===== config.mk =====
export PLATFORM = sky130hd
export DESIGN_NAME = toggle_hs_receiver
export DESIGN_NICKNAME = d
export VERILOG_FILES = /design/src/rtl/toggle_hs_receiver.sv
export SDC_FILE = /design/constraint.sdc
export NUM_CORES = 1
export LEC_CHECK = 0
export BUFFER_PORTS_ARGS = -buffer_cell sky130_fd_sc_hd__buf_2
export CAP_MARGIN = 25
export CORE_MARGIN = 2
export CORE_UTILIZATION = 35
export CTS_BUF_LIST = sky130_fd_sc_hd__clkbuf_4
export CTS_CLUSTER_DIAMETER = 60
export DETAILED_ROUTE_END_ITERATION = 10
export HOLD_SLACK_MARGIN = 0.06
export PLACE_DENSITY = 0.57
export SYNTH_ARGS = -nofsm -noshare
export SYNTH_HDL_FRONTEND = slang
export SYNTH_SLANG_ARGS = --single-unit

===== constraint.sdc =====
create_clock -name Clk -period 3.3 [get_ports Clk]
set_clock_uncertainty 0.2 [all_clocks]
set_input_delay 0.66 -clock Clk [delete_from_list [all_inputs] [get_ports Clk]]
set_output_delay 0.66 -clock Clk [all_outputs]
set_load 0.01 [all_outputs]

===== src/rtl/toggle_hs_receiver.sv =====
// -----------------------------------------------------------------------------
// toggle_hs_receiver
//
// Receiving end of a two-phase (toggle) request/acknowledge link. The request
// toggle is synchronised into Clk, the bundled data word is captured into a
// small first-word-fall-through FIFO, and the block answers by toggling its
// own acknowledge flop. While the FIFO is full the acknowledge is withheld,
// which is how backpressure reaches the initiator.
//
// Ports:
//   Clk        clock, all state updates on the rising edge
//   Rst        asynchronous, active-high reset
//   Req_Tgl    request toggle from initiator; each level change = one word
//   Data_In    bundled data, stable from Req_Tgl change until Ack_Tgl change
//   Ack_Tgl    acknowledge toggle; flips once per accepted word
//   Out_Valid  FIFO head holds a word
//   Out_Data   FIFO head word (fall-through, combinational from storage)
//   Out_Ready  downstream accepts the head word this cycle
//   Count      number of words currently stored
//   Busy       handshake FSM is not idle
// -----------------------------------------------------------------------------
module toggle_hs_receiver #(
  parameter int DATA_W      = 8,
  parameter int DEPTH       = 4,
  parameter int SYNC_STAGES = 2,
  localparam int CW         = $clog2(DEPTH + 1),
  localparam int AW         = (DEPTH > 1) ? $clog2(DEPTH) : 1
) (
  input  logic              Clk,
  input  logic              Rst,
  input  logic              Req_Tgl,
  input  logic [DATA_W-1:0] Data_In,
  output logic              Ack_Tgl,
  output logic              Out_Valid,
  output logic [DATA_W-1:0] Out_Data,
  input  logic              Out_Ready,
  output logic [CW-1:0]     Count,
  output logic              Busy
);

  typedef enum logic [1:0] {
    IDLE   = 2'd0,
    ACCEPT = 2'd1,
    STALL  = 2'd2
  } state_t;

  state_t                 state_reg;
  state_t                 state_next;
  logic [SYNC_STAGES-1:0] sync_reg;
  logic                   req_sync;
  logic                   req_seen_reg;
  logic                   ack_reg;
  logic [AW-1:0]          wr_ptr_reg;
  logic [AW-1:0]          rd_ptr_reg;
  logic [CW-1:0]          count_reg;
  logic [DATA_W-1:0]      mem_reg [DEPTH];
  logic                   pending;
  logic                   full;
  logic                   wr_en;
  logic                   pop;

  // ---------------------------------------------------------------------------
  // Request synchroniser: Req_Tgl enters at bit 0, req_sync is the last flop.
  // ---------------------------------------------------------------------------
  always_ff @(posedge Clk or posedge Rst) begin
    if (Rst) begin
      sync_reg <= '0;
    end else begin
      sync_reg <= {sync_reg[SYNC_STAGES-2:0], Req_Tgl};
    end
  end

  assign req_sync = sync_reg[SYNC_STAGES-1];
  assign pending  = (req_sync != req_seen_reg);
  assign full     = (count_reg == CW'(DEPTH));

  // The word is committed on the edge that leaves ACCEPT; entry into ACCEPT
  // is only ever granted with a free slot, so wr_en never hits a full FIFO.
  assign wr_en    = (state_reg == ACCEPT);
  assign pop      = Out_Valid && Out_Ready;

  // ---------------------------------------------------------------------------
  // Handshake FSM
  // ---------------------------------------------------------------------------
  always_ff @(posedge Clk or posedge Rst) begin
    if (Rst) begin
      state_reg <= IDLE;
    end else begin
      state_reg <= state_next;
    end
  end

  always_comb begin
    state_next = state_reg;
    case (state_reg)
      IDLE: begin
        if (pending) begin
          state_next = full ? STALL : ACCEPT;
        end
      end
      STALL: begin
        if (!full) begin
          state_next = ACCEPT;
        end
      end
      ACCEPT:  state_next = IDLE;
      default: state_next = IDLE;
    endcase
  end

  // ---------------------------------------------------------------------------
  // Acknowledge side: remember which request level has been served and flip
  // the ack once per accepted word.
  // ---------------------------------------------------------------------------
  always_ff @(posedge Clk or posedge Rst) begin
    if (Rst) begin
      req_seen_reg <= 1'b0;
      ack_reg      <= 1'b0;
    end else if (wr_en) begin
      req_seen_reg <= req_sync;
      ack_reg      <= ~ack_reg;
    end
  end

  // ---------------------------------------------------------------------------
  // FIFO storage, one register per entry so each can be cleared on reset.
  // ---------------------------------------------------------------------------
  generate
    for (genvar gi = 0; gi < DEPTH; gi++) begin : g_mem
      always_ff @(posedge Clk or posedge Rst) begin
        if (Rst) begin
          mem_reg[gi] <= '0;
        end else if (wr_en && (wr_ptr_reg == AW'(gi))) begin
          mem_reg[gi] <= Data_In;
        end
      end
    end
  endgenerate

  // Pointers wrap naturally because DEPTH is a power of two.
  always_ff @(posedge Clk or posedge Rst) begin
    if (Rst) begin
      wr_ptr_reg <= '0;
      rd_ptr_reg <= '0;
    end else begin
      if (wr_en) begin
        wr_ptr_reg <= wr_ptr_reg + AW'(1);
      end
      if (pop) begin
        rd_ptr_reg <= rd_ptr_reg + AW'(1);
      end
    end
  end

  // Simultaneous write and pop leave the occupancy unchanged.
  always_ff @(posedge Clk or posedge Rst) begin
    if (Rst) begin
      count_reg <= '0;
    end else begin
      case ({wr_en, pop})
        2'b10:   count_reg <= count_reg + CW'(1);
        2'b01:   count_reg <= count_reg - CW'(1);
        default: count_reg <= count_reg;
      endcase
    end
  end

  // ---------------------------------------------------------------------------
  // Outputs
  // ---------------------------------------------------------------------------
  assign Ack_Tgl   = ack_reg;
  assign Count     = count_reg;
  assign Out_Valid = (count_reg != '0);
  assign Out_Data  = mem_reg[rd_ptr_reg];
  assign Busy      = (state_reg != IDLE);

endmodule


* Yosys cells after proc, flatten, opt, wreduce, memory -nomap -nowiden
Cells that the tools add are included.
** Storage, ports and cells
- Register bits :: 45
- Input port bits :: 12
- Output and inout bits :: 14
- Word-level logic and storage cells :: 48
** Cells by class
- Add/subtract/negate cells :: 4
- $lt $le $gt $ge :: 1
- Eq/ne operators :: 11
- Multiplexer cells :: 8
- Bitwise operators :: 2
- Reduce and logical (&&, ||, !) cells :: 11
** Operators by type and width (count)
- $bmux 8 s2 :: 1
- $mux 8 :: 2
- $eq 2x2->1 const B :: 4
- $eq 2x1->1 const B :: 3
- $mux 2 :: 3
- $pmux 3 s2 :: 1
- $logic_and 1x1->1 :: 5
- $add 2x1->2 const B :: 2
- $logic_not 2->1 :: 2
- $ne 2x2->1 const B :: 2
- $pmux 2 s2 :: 1
- $reduce_bool 2->1 :: 2
- $add 3x1->3 const B :: 1
- $eq 3x3->1 const B :: 1
- $ge 3x3->1 const B :: 1
- $not 2->3 :: 1
- $reduce_bool 3->1 :: 1
- $sub 3x1->3 const B :: 1
- $reduce_and 2->1 :: 1
- $ne 1x1->1 :: 1
- $not 1->1 :: 1

* Logic depth before layout (Yosys ltp)
Gate-level depths: netlist (run 1).
- Word-level depth :: 4
- Mapped depth :: 9
- Gate-level depth less buffers :: 8

* Least setup slack after synthesis (run 1)
Ideal clock, no wire load.
- Kind :: input to register
- Start point :: input port Out_Ready
- End point :: register count_reg[2] (netlist: Count[2])
- Setup time :: 0.079 ns
- Data arrival time :: 1.803 ns
- Data required time :: 3.021 ns
- Slack :: 1.218 ns
- Stages :: 7
- Buffers on the path :: 0
- Path through :: o31a_1 -> ha_1 -> inv_1 -> fa_1 -> xor2_1 -> nor2_1 -> xor2_1
** On the way
- Word-level cells in the longest chain between the ends :: 3
- Elaborated cells on any way between the ends :: 5
- Those cells by class :: 2 x eq/ne; 1 x mux; 2 x reduce/logical
** RTL lines
- start: declaration :: RTL line 36 : input logic Out_Ready,
- $logic_and 1x1->1 * :: RTL line 80 : assign pop = Out_Valid && Out_Ready;
- $eq 2x1->1 or $eq 2x2->1 (tied branches) :: RTL line 160 : case ({wr_en, pop})
- $pmux 3 s2 or $reduce_bool 2->1 (tied branches)
- end signal: assignment :: RTL line 161 : 2'b10: count_reg <= count_reg + CW'(1);
- end signal: assignment :: RTL line 162 : 2'b01: count_reg <= count_reg - CW'(1);
- end signal: assignment :: RTL line 163 : default: count_reg <= count_reg;
- end: declaration :: RTL line 55 : logic [CW-1:0] count_reg;
Mark *: on every way between the ends. The rest lies on a longest branch, timed or not.
A chain may end at the register's enable or synchronous reset.

* Worst setup path in the final report (run 1)
- Start point :: register rd_ptr_reg[0]
- End point :: output port Out_Data[7]
** On the way
- Word-level cells in the longest chain between the ends :: 4
** RTL lines
- start: declaration :: RTL line 54 : logic [AW-1:0] rd_ptr_reg;
- start signal: assignment :: RTL line 150 : rd_ptr_reg <= rd_ptr_reg + AW'(1);
- $not 2->3 (implied by the code) :: RTL line 174 : assign Out_Data = mem_reg[rd_ptr_reg];
- $bmux 8 s2 :: RTL line 174
- $mux 8 (implied by the code) (2 in series) :: RTL line 174
- end: declaration :: RTL line 35 : output logic [DATA_W-1:0] Out_Data,
Every way passes these cells. The select of a mux whose other input is x is not followed.

==> report_table.html, run 1 <==
<table>
<tr><th>Metric</th><th>Value</th></tr>
<tr><th colspan="2">Layout</th></tr>
<tr><td>Syn-to-layout area delta</td><td>15.3%</td></tr>
<tr><td>Nets</td><td>178</td></tr>
<tr><td>Number of diodes</td><td>0</td></tr>
<tr><td>Area of all placed cells without fillers</td><td>2500 um^2</td></tr>
<tr><td>Fraction of final layout cells sized beyond drive strength 1</td><td>52.2%</td></tr>
<tr><td>Non-filler instance count after layout</td><td>approximately 240</td></tr>
<tr><td>Max reg flops</td><td>32</td></tr>
<tr><th colspan="2">Logic synthesis</th></tr>
<tr><td>Synth warnings</td><td>0</td></tr>
<tr><td>Mapped Avg Cell Area</td><td>17.2 um^2</td></tr>
<tr><td>Synthesized-area fraction occupied by and/or/nand/nor cells</td><td>5.82%</td></tr>
<tr><td>Compound-Gate Fraction of Synth Area</td><td>1.27%</td></tr>
<tr><td>Syn Inst Count</td><td>126</td></tr>
<tr><td>Xor and xnor area share after synthesis</td><td>3.23%</td></tr>
<tr><td>Multiplexer area fraction after synthesis</td><td>31.4%</td></tr>
<tr><td>Flip-flop and latch count after synthesis</td><td>between 40 and 50</td></tr>
<tr><td>Combined area of all synthesized cells</td><td>2170 um^2</td></tr>
<tr><td>Count of cell types in the netlist</td><td>23</td></tr>
<tr><td>Adder and majority cell fraction of the synthesized area</td><td>3.80%</td></tr>
<tr><td>Synth Net Count</td><td>approximately 140</td></tr>
<tr><td>Proportion of synthesized chip area in sequential cells</td><td>51.9%</td></tr>
<tr><td>Largest family of logic cells by synthesized area</td><td>multiplexers</td></tr>
<tr><th colspan="2">Clock network</th></tr>
<tr><td>H-Tree Level Count</td><td>2</td></tr>
<tr><td>TritonCTS clock tree</td><td>done</td></tr>
<tr><td>Buffer levels on the longest clock path</td><td>2</td></tr>
<tr><td>Cell at the root of the clock tree</td><td>sky130_fd_sc_hd__clkbuf_4</td></tr>
<tr><td>Number of CTS-inserted buffers</td><td>5</td></tr>
<tr><td>Count of clock tree sinks</td><td>between 40 and 50</td></tr>
<tr><td>Clk slew on worst S/H paths</td><td>120 ps</td></tr>
<tr><td>Clock latency on the worst-skew pair</td><td>around 340 ps</td></tr>
<tr><td>Buffer count from post-CTS setup fixing</td><td>0</td></tr>
<tr><td>CTS-repair resized insts</td><td>0</td></tr>
<tr><th colspan="2">Placement</th></tr>
<tr><td>Placed inst area</td><td>2410 um^2</td></tr>
<tr><td>Pre-CTS setup slack</td><td>965 ps</td></tr>
<tr><td>Count of input and output buffers</td><td>25</td></tr>
<tr><td>GPL Wtd Cong</td><td>0.708</td></tr>
<tr><td>Cell total after placement</td><td>227</td></tr>
<tr><td>HPWL after detailed placement</td><td>2740 um</td></tr>
<tr><th colspan="2">Timing</th></tr>
<tr><td>Setup total negative slack</td><td>0 ps</td></tr>
<tr><td>Worst slew margin relative to its limit</td><td>60.6%</td></tr>
<tr><td>Achievable frequency</td><td>373 MHz</td></tr>
<tr><td>Count of final max-slew check failures</td><td>0</td></tr>
<tr><td>Worst Setup Slack, final</td><td>approximately 620 ps</td></tr>
<tr><td>Final cycle utilization of the critical path</td><td>81.1%</td></tr>
<tr><td>Setup repair after global routing missed its margin</td><td>false</td></tr>
<tr><td>Clock period minus final worst setup slack</td><td>between 2000 and 3000 ps</td></tr>
<tr><td>Final Hold Vio Count</td><td>0</td></tr>
<tr><td># setup viols final</td><td>0</td></tr>
<tr><td>Least-Margin Pin Slew</td><td>between 500 and 600 ps</td></tr>
<tr><th colspan="2">Critical path</th></tr>
<tr><td>Setup crit start</td><td>rd_ptr_reg[0]</td></tr>
<tr><td>Depth of the critical timing path with buffers and inverters included</td><td>2</td></tr>
<tr><td>Kind of cell adding the most delay to the critical path</td><td>flip-flops</td></tr>
<tr><td>Worst setup path endpoint</td><td>Out_Data[7]</td></tr>
<tr><td>Critical path buffers and inverters</td><td>1</td></tr>
<tr><td>Highest net fanout along the worst path</td><td>10</td></tr>
<tr><td>Type of the setup path with the least slack</td><td>flop to output pin</td></tr>
<tr><td>Cell with the largest stage delay on the worst path</td><td>sky130_fd_sc_hd__dfrtp_1</td></tr>
<tr><td>Worst R2R Start</td><td>Count[0]</td></tr>
<tr><td>CP cell instances</td><td>mux4_2, buf_2</td></tr>
<tr><td>Kind of launch point of the worst setup path</td><td>flop</td></tr>
<tr><td>Flop2flop setup slack</td><td>1210 ps</td></tr>
<tr><td>Nature of the critical path endpoint</td><td>output pin</td></tr>
<tr><td>Crit path arrival time</td><td>1820 ps</td></tr>
<tr><td>Capture point of the worst reg-to-reg path</td><td>Count[2]</td></tr>
<tr><td>Cell count of the worst reg-to-reg path</td><td>7</td></tr>
<tr><td>Required time of the worst setup path</td><td>between 2000 and 2500 ps</td></tr>
<tr><td>Slowest cell delay on critical path</td><td>740 ps</td></tr>
<tr><th colspan="2">Global routing</th></tr>
<tr><td>Largest net degree at the start of global routing</td><td>25</td></tr>
<tr><td>Leftover overflow at the end of global routing</td><td>0</td></tr>
<tr><td>First-pass GRT wire length</td><td>just under 7000 um</td></tr>
<tr><td>Via count of the first global-routing pass</td><td>1309</td></tr>
<tr><td>Number of antenna violations at the first check in global routing</td><td>0</td></tr>
<tr><td>All-layer global routing usage</td><td>between 10% and 20%</td></tr>
<tr><th colspan="2">Route</th></tr>
<tr><td>Wirelength per Cell</td><td>16.8 um</td></tr>
<tr><td>TritonRoute pass-1 iters</td><td>4</td></tr>
<tr><td>Total number of vias</td><td>around 1100</td></tr>
<tr><td>Violation count after the first detailed-route iteration</td><td>37</td></tr>
<tr><td>Post-detailed-routing wire length</td><td>~4000 um</td></tr>
<tr><td>Vias per cell</td><td>approximately 4.8</td></tr>
<tr><td>Count of antenna-violating nets left after detailed routing</td><td>0</td></tr>
<tr><td>Post-route DRC</td><td>0</td></tr>
<tr><th colspan="2">Power and ir drop</th></tr>
<tr><td>P_int</td><td>1.75 mW</td></tr>
<tr><td>Combinational group share of total power</td><td>a little under half</td></tr>
<tr><td>Switching power share of the total</td><td>33.9%</td></tr>
<tr><td>Cell area power density</td><td>1060 nW/um^2</td></tr>
<tr><td>Clock share of power</td><td>a little over an eighth</td></tr>
<tr><td>Leakage</td><td>1.21 nW</td></tr>
<tr><td>Net switching component of the power</td><td>899 uW</td></tr>
<tr><td>Part of the power in registers</td><td>about two fifths</td></tr>
<tr><td>Worst-case vdd ir drop</td><td>between 0.0004 and 0.0005 V</td></tr>
<tr><th colspan="2">Floorplanning</th></tr>
<tr><td>Core Region</td><td>5960 um^2</td></tr>
<tr><td>Overall die height</td><td>82.8 um</td></tr>
<tr><td>Num ports</td><td>26</td></tr>
<tr><td>Starting Density</td><td>roughly 36%</td></tr>
<tr><td>Number of core rows</td><td>28</td></tr>
<tr><td>Die area</td><td>~7000 um^2</td></tr>
<tr><td>Die outline width</td><td>between 80 and 90 um</td></tr>
<tr><th colspan="2">Min path</th></tr>
<tr><td>Type of the worst min-delay path</td><td>flop to flop</td></tr>
<tr><td>Worst min-delay path startpoint</td><td>sync_reg[0]</td></tr>
<tr><th colspan="2">Outcome</th></tr>
<tr><td>Status</td><td>complete, no violations</td></tr>
<tr><th colspan="2">Job</th></tr>
<tr><td>Max-cap violations</td><td>0</td></tr>
</table>
[cells in the mapped netlist, drive strengths merged]
| cell | instances | share of area (%) |
|---|---|---|
| nor2 | 1 | 0.17 |
| or3 | 1 | 0.29 |
| mux2i | 1 | 0.46 |
| nand2 | 6 | 4.0 |
| dfrtp | 45 | 52 |
| buf | 3 | 1.4 |
| nor2b | 1 | 0.63 |
| mux4 | 8 | 8.3 |
| o21ai | 1 | 0.23 |
| xnor2 | 3 | 1.2 |
| inv | 7 | 1.2 |
| ha | 5 | 2.9 |
| a31oi | 1 | 0.29 |
| o31a | 1 | 0.40 |
| o21bai | 1 | 0.35 |
| nor4b | 1 | 0.40 |
| fa | 1 | 0.92 |
| xor2 | 5 | 2.0 |
| or2 | 1 | 0.29 |
| mux2 | 33 | 23 |
[per-stage QoR]
stage	hold slack [ps]	utilization, %	total power [mW]
2_1_floorplan	131	-	2.01
3_3_place_gp	139	40.0	2.25
3_5_place_dp	138	40.5	2.32
4_1_cts	169	42.0	2.69
5_1_grt	172	42.0	2.83
6_report	164	42.0	2.65
[area by class of cell]
| type | count | area (um^2) |
|---|---|---|
| timing repair buffer | 30 | 185 |
| fill | 565 | 3450 |
| sequential | 45 | 1130 |
| clock buffer | 6 | 45.0 |
| inverter | 7 | 26.3 |
| multi-input combinational | 71 | 988 |
| tap | 75 | 93.8 |
| clock inverter | 2 | 38.8 |
[placed cells by master, fill, tap and decap left out, types with 2 or more instances in the layout]
cell	n
sky130_fd_sc_hd__nand2_8	4
sky130_fd_sc_hd__mux4_2	8
sky130_fd_sc_hd__dfrtp_1	45
sky130_fd_sc_hd__nand2_1	2
sky130_fd_sc_hd__ha_1	5
sky130_fd_sc_hd__buf_4	3
sky130_fd_sc_hd__mux2_4	32
sky130_fd_sc_hd__xnor2_1	3
sky130_fd_sc_hd__xor2_1	5
sky130_fd_sc_hd__clkbuf_4	6
sky130_fd_sc_hd__buf_2	25
sky130_fd_sc_hd__inv_1	7
[power by group through the flow]
stage                     combinational [mW]  clock, mW  sequential, mW
after global placement                  1.21          0            1.05
after detailed placement                1.26          0            1.07
after CTS                               1.27      0.363            1.06
after global routing                    1.35      0.384            1.10
after floorplan                         1.05          0           0.963
final                                   1.24      0.348            1.06
[kinds of logic after synthesis]
group / after synthesis
flip-flops: 45
multiplexers: 42
AND/OR/NAND/NOR: 11
buffers and inverters: 10
XOR/XNOR: 8
adder cells (fa/ha/maj): 6
AO/OA/AOI/OAI: 4
[worst reg2reg max path: stages, from the launching register on]
cell and delay [ps]:
sky130_fd_sc_hd__dfrtp_1 480, sky130_fd_sc_hd__o31a_1 270, sky130_fd_sc_hd__ha_1 220, sky130_fd_sc_hd__inv_1 60
sky130_fd_sc_hd__fa_1 370, sky130_fd_sc_hd__xor2_1 150, sky130_fd_sc_hd__nor2_1 110, sky130_fd_sc_hd__xor2_1 160
[worst min-delay path by stage]
stage	end	slack, ps	depth (start not counted)
2_1_floorplan	sync_reg[1]	130	0
3_3_place_gp	sync_reg[1]	140	0
3_5_place_dp	sync_reg[1]	140	0
4_1_cts	sync_reg[1]	170	0
5_1_grt	sync_reg[1]	170	0
6_report	sync_reg[1]	160	0
[metal layers]
layer	up-vias	share of wire [%]	track usage, %	routed length [um]
met5	-	0	0	0
met4	0	0.99	3.93	39
met3	5	4.7	3.26	187
met2	26	50	24.2	2000
met1	587	44	17.2	1740
li1	513	-	-	-
[repair_timing]
item | CTS | global route
hold buffers | 1 | 0
setup endpoints to repair | 0 | 0
hold endpoints to repair | 3 | 0
Power figures use the tool's default switching activity.
==> run 2: changes to the inputs <==
PLACE_DENSITY = 0.58   (was 0.57)
clock period = 2.2 ns   (was 3.3 ns; I/O delays follow)
==> run 2 against run 1 <==
  * The flow now finishes with violations (negative setup slack)
  * Sequential power is 44% higher
  * Count of clock-buffer cells in the layout is 1 lower
  * Cell count is 2.1% higher
  * Design area is 2.7% higher
  * Register-to-register slack worse by 1000 ps
  * Wire length is 0.23% higher
  * Worst hold slack worse by 22 ps
  * Combinational power is 76% higher
  * Setup slack worse by 630 ps
  * Critical path type unchanged
  * Critical endpoint is now Out_Data[0]
  * Highest routed layer unchanged
==> report_table.html, run 2 (same netlist as run 1, synthesis figures left out) <==
<table>
<tr><th>Metric</th><th>Value</th></tr>
<tr><th colspan="2">Timing</th></tr>
<tr><td>Count of final max-slew check failures</td><td>0</td></tr>
<tr><td># setup viols final</td><td>3</td></tr>
<tr><td>Worst slew margin relative to its limit</td><td>roughly three fifths</td></tr>
<tr><td>Worst Setup Slack, final</td><td>-4.85 ps</td></tr>
<tr><td>Clock period minus final worst setup slack</td><td>2200 ps</td></tr>
<tr><td>Final cycle utilization of the critical path</td><td>100%</td></tr>
<tr><td>Least-Margin Pin Slew</td><td>573 ps</td></tr>
<tr><td>Achievable frequency</td><td>around 450 MHz</td></tr>
<tr><td>Setup total negative slack</td><td>-7.26 ps</td></tr>
<tr><td>Final Hold Vio Count</td><td>0</td></tr>
<tr><td>Setup repair after global routing missed its margin</td><td>true</td></tr>
<tr><td>Worst hold slack</td><td>about 140 ps</td></tr>
<tr><th colspan="2">Critical path</th></tr>
<tr><td>Cell count of the worst reg-to-reg path</td><td>7</td></tr>
<tr><td>Nature of the critical path endpoint</td><td>output pin</td></tr>
<tr><td>Kind of launch point of the worst setup path</td><td>flop</td></tr>
<tr><td>CP cell instances</td><td>buf_12, mux4_2, buf_6</td></tr>
<tr><td>Depth of the critical timing path with buffers and inverters included</td><td>3</td></tr>
<tr><td>Critical path buffers and inverters</td><td>2</td></tr>
<tr><td>Kind of cell adding the most delay to the critical path</td><td>multiplexers</td></tr>
<tr><td>Cell with the largest stage delay on the worst path</td><td>sky130_fd_sc_hd__mux4_2</td></tr>
<tr><td>Slowest cell delay on critical path</td><td>510 ps</td></tr>
<tr><td>Type of the setup path with the least slack</td><td>flop to output pin</td></tr>
<tr><td>Highest net fanout along the worst path</td><td>7</td></tr>
<tr><td>Crit path arrival time</td><td>1560 ps</td></tr>
<tr><td>Required time of the worst setup path</td><td>1560 ps</td></tr>
<tr><th colspan="2">Clock network</th></tr>
<tr><td>Cell at the root of the clock tree</td><td>sky130_fd_sc_hd__clkbuf_4</td></tr>
<tr><td>Clk slew on worst S/H paths</td><td>150 ps</td></tr>
<tr><td>Number of CTS-inserted buffers</td><td>5</td></tr>
<tr><td>Clock latency on the worst-skew pair</td><td>350 ps</td></tr>
<tr><td>TritonCTS clock tree</td><td>done</td></tr>
<tr><td>Buffer levels on the longest clock path</td><td>2</td></tr>
<tr><td>H-Tree Level Count</td><td>2</td></tr>
<tr><td>Count of clock tree sinks</td><td>45</td></tr>
<tr><th colspan="2">Route</th></tr>
<tr><td>Post-detailed-routing wire length</td><td>3970 um</td></tr>
<tr><td>Post-route DRC</td><td>0</td></tr>
<tr><td>Violation count after the first detailed-route iteration</td><td>76</td></tr>
<tr><td>TritonRoute pass-1 iters</td><td>3</td></tr>
<tr><td>Count of antenna-violating nets left after detailed routing</td><td>0</td></tr>
<tr><td>Wirelength per Cell</td><td>16.5 um</td></tr>
<tr><td>Total number of vias</td><td>between 1000 and 1500</td></tr>
<tr><td>Vias per cell</td><td>between 4 and 5</td></tr>
<tr><th colspan="2">Power and ir drop</th></tr>
<tr><td>Pwr Total</td><td>approximately 4.2 mW</td></tr>
<tr><td>Clock share of power</td><td>a little under an eighth</td></tr>
<tr><td>Combinational group share of total power</td><td>51.7%</td></tr>
<tr><td>P_int</td><td>2.82 mW</td></tr>
<tr><td>Worst-case vdd ir drop</td><td>0.000702 V</td></tr>
<tr><td>Switching power share of the total</td><td>33.0%</td></tr>
<tr><td>Part of the power in registers</td><td>36.3%</td></tr>
<tr><td>Leakage</td><td>~1.2 nW</td></tr>
<tr><td>Cell area power density</td><td>about 1600 nW/um^2</td></tr>
<tr><td>Net switching component of the power</td><td>1.39 mW</td></tr>
<tr><th colspan="2">Min path</th></tr>
<tr><td>Type of the worst min-delay path</td><td>input port to flop</td></tr>
<tr><td>Hold Path Stages</td><td>2</td></tr>
<tr><th colspan="2">Global routing</th></tr>
<tr><td>Number of antenna violations at the first check in global routing</td><td>0</td></tr>
<tr><td>First-pass GRT wire length</td><td>6670 um</td></tr>
<tr><td>Largest net degree at the start of global routing</td><td>46</td></tr>
<tr><td>Leftover overflow at the end of global routing</td><td>0</td></tr>
<tr><td>All-layer global routing usage</td><td>13.4%</td></tr>
<tr><td>Via count of the first global-routing pass</td><td>1281</td></tr>
<tr><th colspan="2">Floorplanning</th></tr>
<tr><td>Starting Density</td><td>36.4%</td></tr>
<tr><td>Die area</td><td>6850 um^2</td></tr>
<tr><td>Die outline width</td><td>82.8 um</td></tr>
<tr><td>Overall die height</td><td>82.8 um</td></tr>
<tr><td>Core Region</td><td>roughly 6000 um^2</td></tr>
<tr><td>Num ports</td><td>26</td></tr>
<tr><td>Number of core rows</td><td>28</td></tr>
<tr><th colspan="2">Placement</th></tr>
<tr><td>Cell total after placement</td><td>227</td></tr>
<tr><td>GPL Wtd Cong</td><td>0.766</td></tr>
<tr><td>Count of input and output buffers</td><td>25</td></tr>
<tr><td>Pre-CTS setup slack</td><td>123 ps</td></tr>
<tr><td>HPWL after detailed placement</td><td>2670 um</td></tr>
<tr><th colspan="2">Layout</th></tr>
<tr><td>Most frequent standard cell in the layout excluding fill and tap cells</td><td>sky130_fd_sc_hd__dfrtp_1</td></tr>
<tr><td>Fraction of final layout cells sized beyond drive strength 1</td><td>54.2%</td></tr>
<tr><td>Number of diodes</td><td>0</td></tr>
<tr><td>Nets</td><td>about 180</td></tr>
<tr><td>Syn-to-layout area delta</td><td>18.5%</td></tr>
<tr><td>Non-filler instance count after layout</td><td>roughly 240</td></tr>
<tr><td>Max reg flops</td><td>32</td></tr>
<tr><td>Commonest cells after routing, fill and taps aside</td><td>42 x sky130_fd_sc_hd__dfrtp_1, 32 x sky130_fd_sc_hd__mux2_4, 19 x sky130_fd_sc_hd__buf_2</td></tr>
<tr><th colspan="2">Job</th></tr>
<tr><td>Max-cap violations</td><td>0</td></tr>
<tr><th colspan="2">Outcome</th></tr>
<tr><td>Status</td><td>finished with violations</td></tr>
<tr><td>Failing checks</td><td>negative setup slack</td></tr>
</table>
run 2: changes by cell type in the layout (fill, tap and decap cells not counted), moves of 3 or more:
cell / previous run / this run
sky130_fd_sc_hd__buf_6: 0 / 6
sky130_fd_sc_hd__dfrtp_2: 0 / 3
sky130_fd_sc_hd__buf_4: 3 / 7
sky130_fd_sc_hd__dfrtp_1: 45 / 42
sky130_fd_sc_hd__buf_2: 25 / 19
run 2: what timing repair did:
action | CTS | global route
endpoints found under the hold margin | 46 | 0
pin swaps | 0 | 0
setup endpoints to repair | 8 | 8
hold buffers | 2 | 0
gates resized for setup | 2 | 8
buffers inserted | 3 | 1
run 2: power by group through the flow:
stage               Clock [mW]  Combinational, mW  Sequential (mW)
detailed placement           0               1.99             1.55
global route             0.566               2.35             1.58
floorplan                    0               1.58             1.44
finish                   0.505               2.18             1.53
CTS                      0.520               2.06             1.53
global placement             0               1.92             1.51
run 2: per-layer routing:
layer	up-vias	wire length [um]	global-route usage, %
met5	-	0	0
met4	0	27	2.95
met3	5	207	4.89
li1	519	-	-
met2	26	1910	21.5
met1	618	1820	17.6
run 2: cell type report:
class | instances | area [um^2]
multi-input combinational | 71 | 988
sequential | 45 | 1130
clock buffer | 5 | 37.5
fill | 559 | 3380
inverter | 7 | 26.3
tap | 75 | 93.8
timing repair buffer | 35 | 255
clock inverter | 3 | 41.3
run 2: final timing paths:
check	slack, ps	start	to
hold / removal	140	Data_In[4]	mem_reg[28]
hold reg to reg	180	sync_reg[0]	sync_reg[1]
max in group asynchronous	810	Rst	rd_ptr_reg[0]
setup / recovery	-5	rd_ptr_reg[0]	Out_Data[0]
min in group asynchronous	550	Rst	mem_reg[7]
setup reg to reg	190	Count[2]	Count[2]
run 2: per-stage QoR:
step	cell area, um^2	util, %
4_1_cts	2530	42.4
5_1_grt	2570	43.2
3_3_place_gp	2400	40.3
2_1_floorplan	2170	-
3_5_place_dp	2400	40.3
6_report	2570	43.2
run 2: worst reg2reg max path: stages, from the launching register on:
cell and delay [ps]:
sky130_fd_sc_hd__dfrtp_1 450, sky130_fd_sc_hd__o31a_1 220, sky130_fd_sc_hd__ha_1 210, sky130_fd_sc_hd__inv_1 70
sky130_fd_sc_hd__fa_1 380, sky130_fd_sc_hd__xor2_1 150, sky130_fd_sc_hd__nor2_1 110, sky130_fd_sc_hd__xor2_1 160
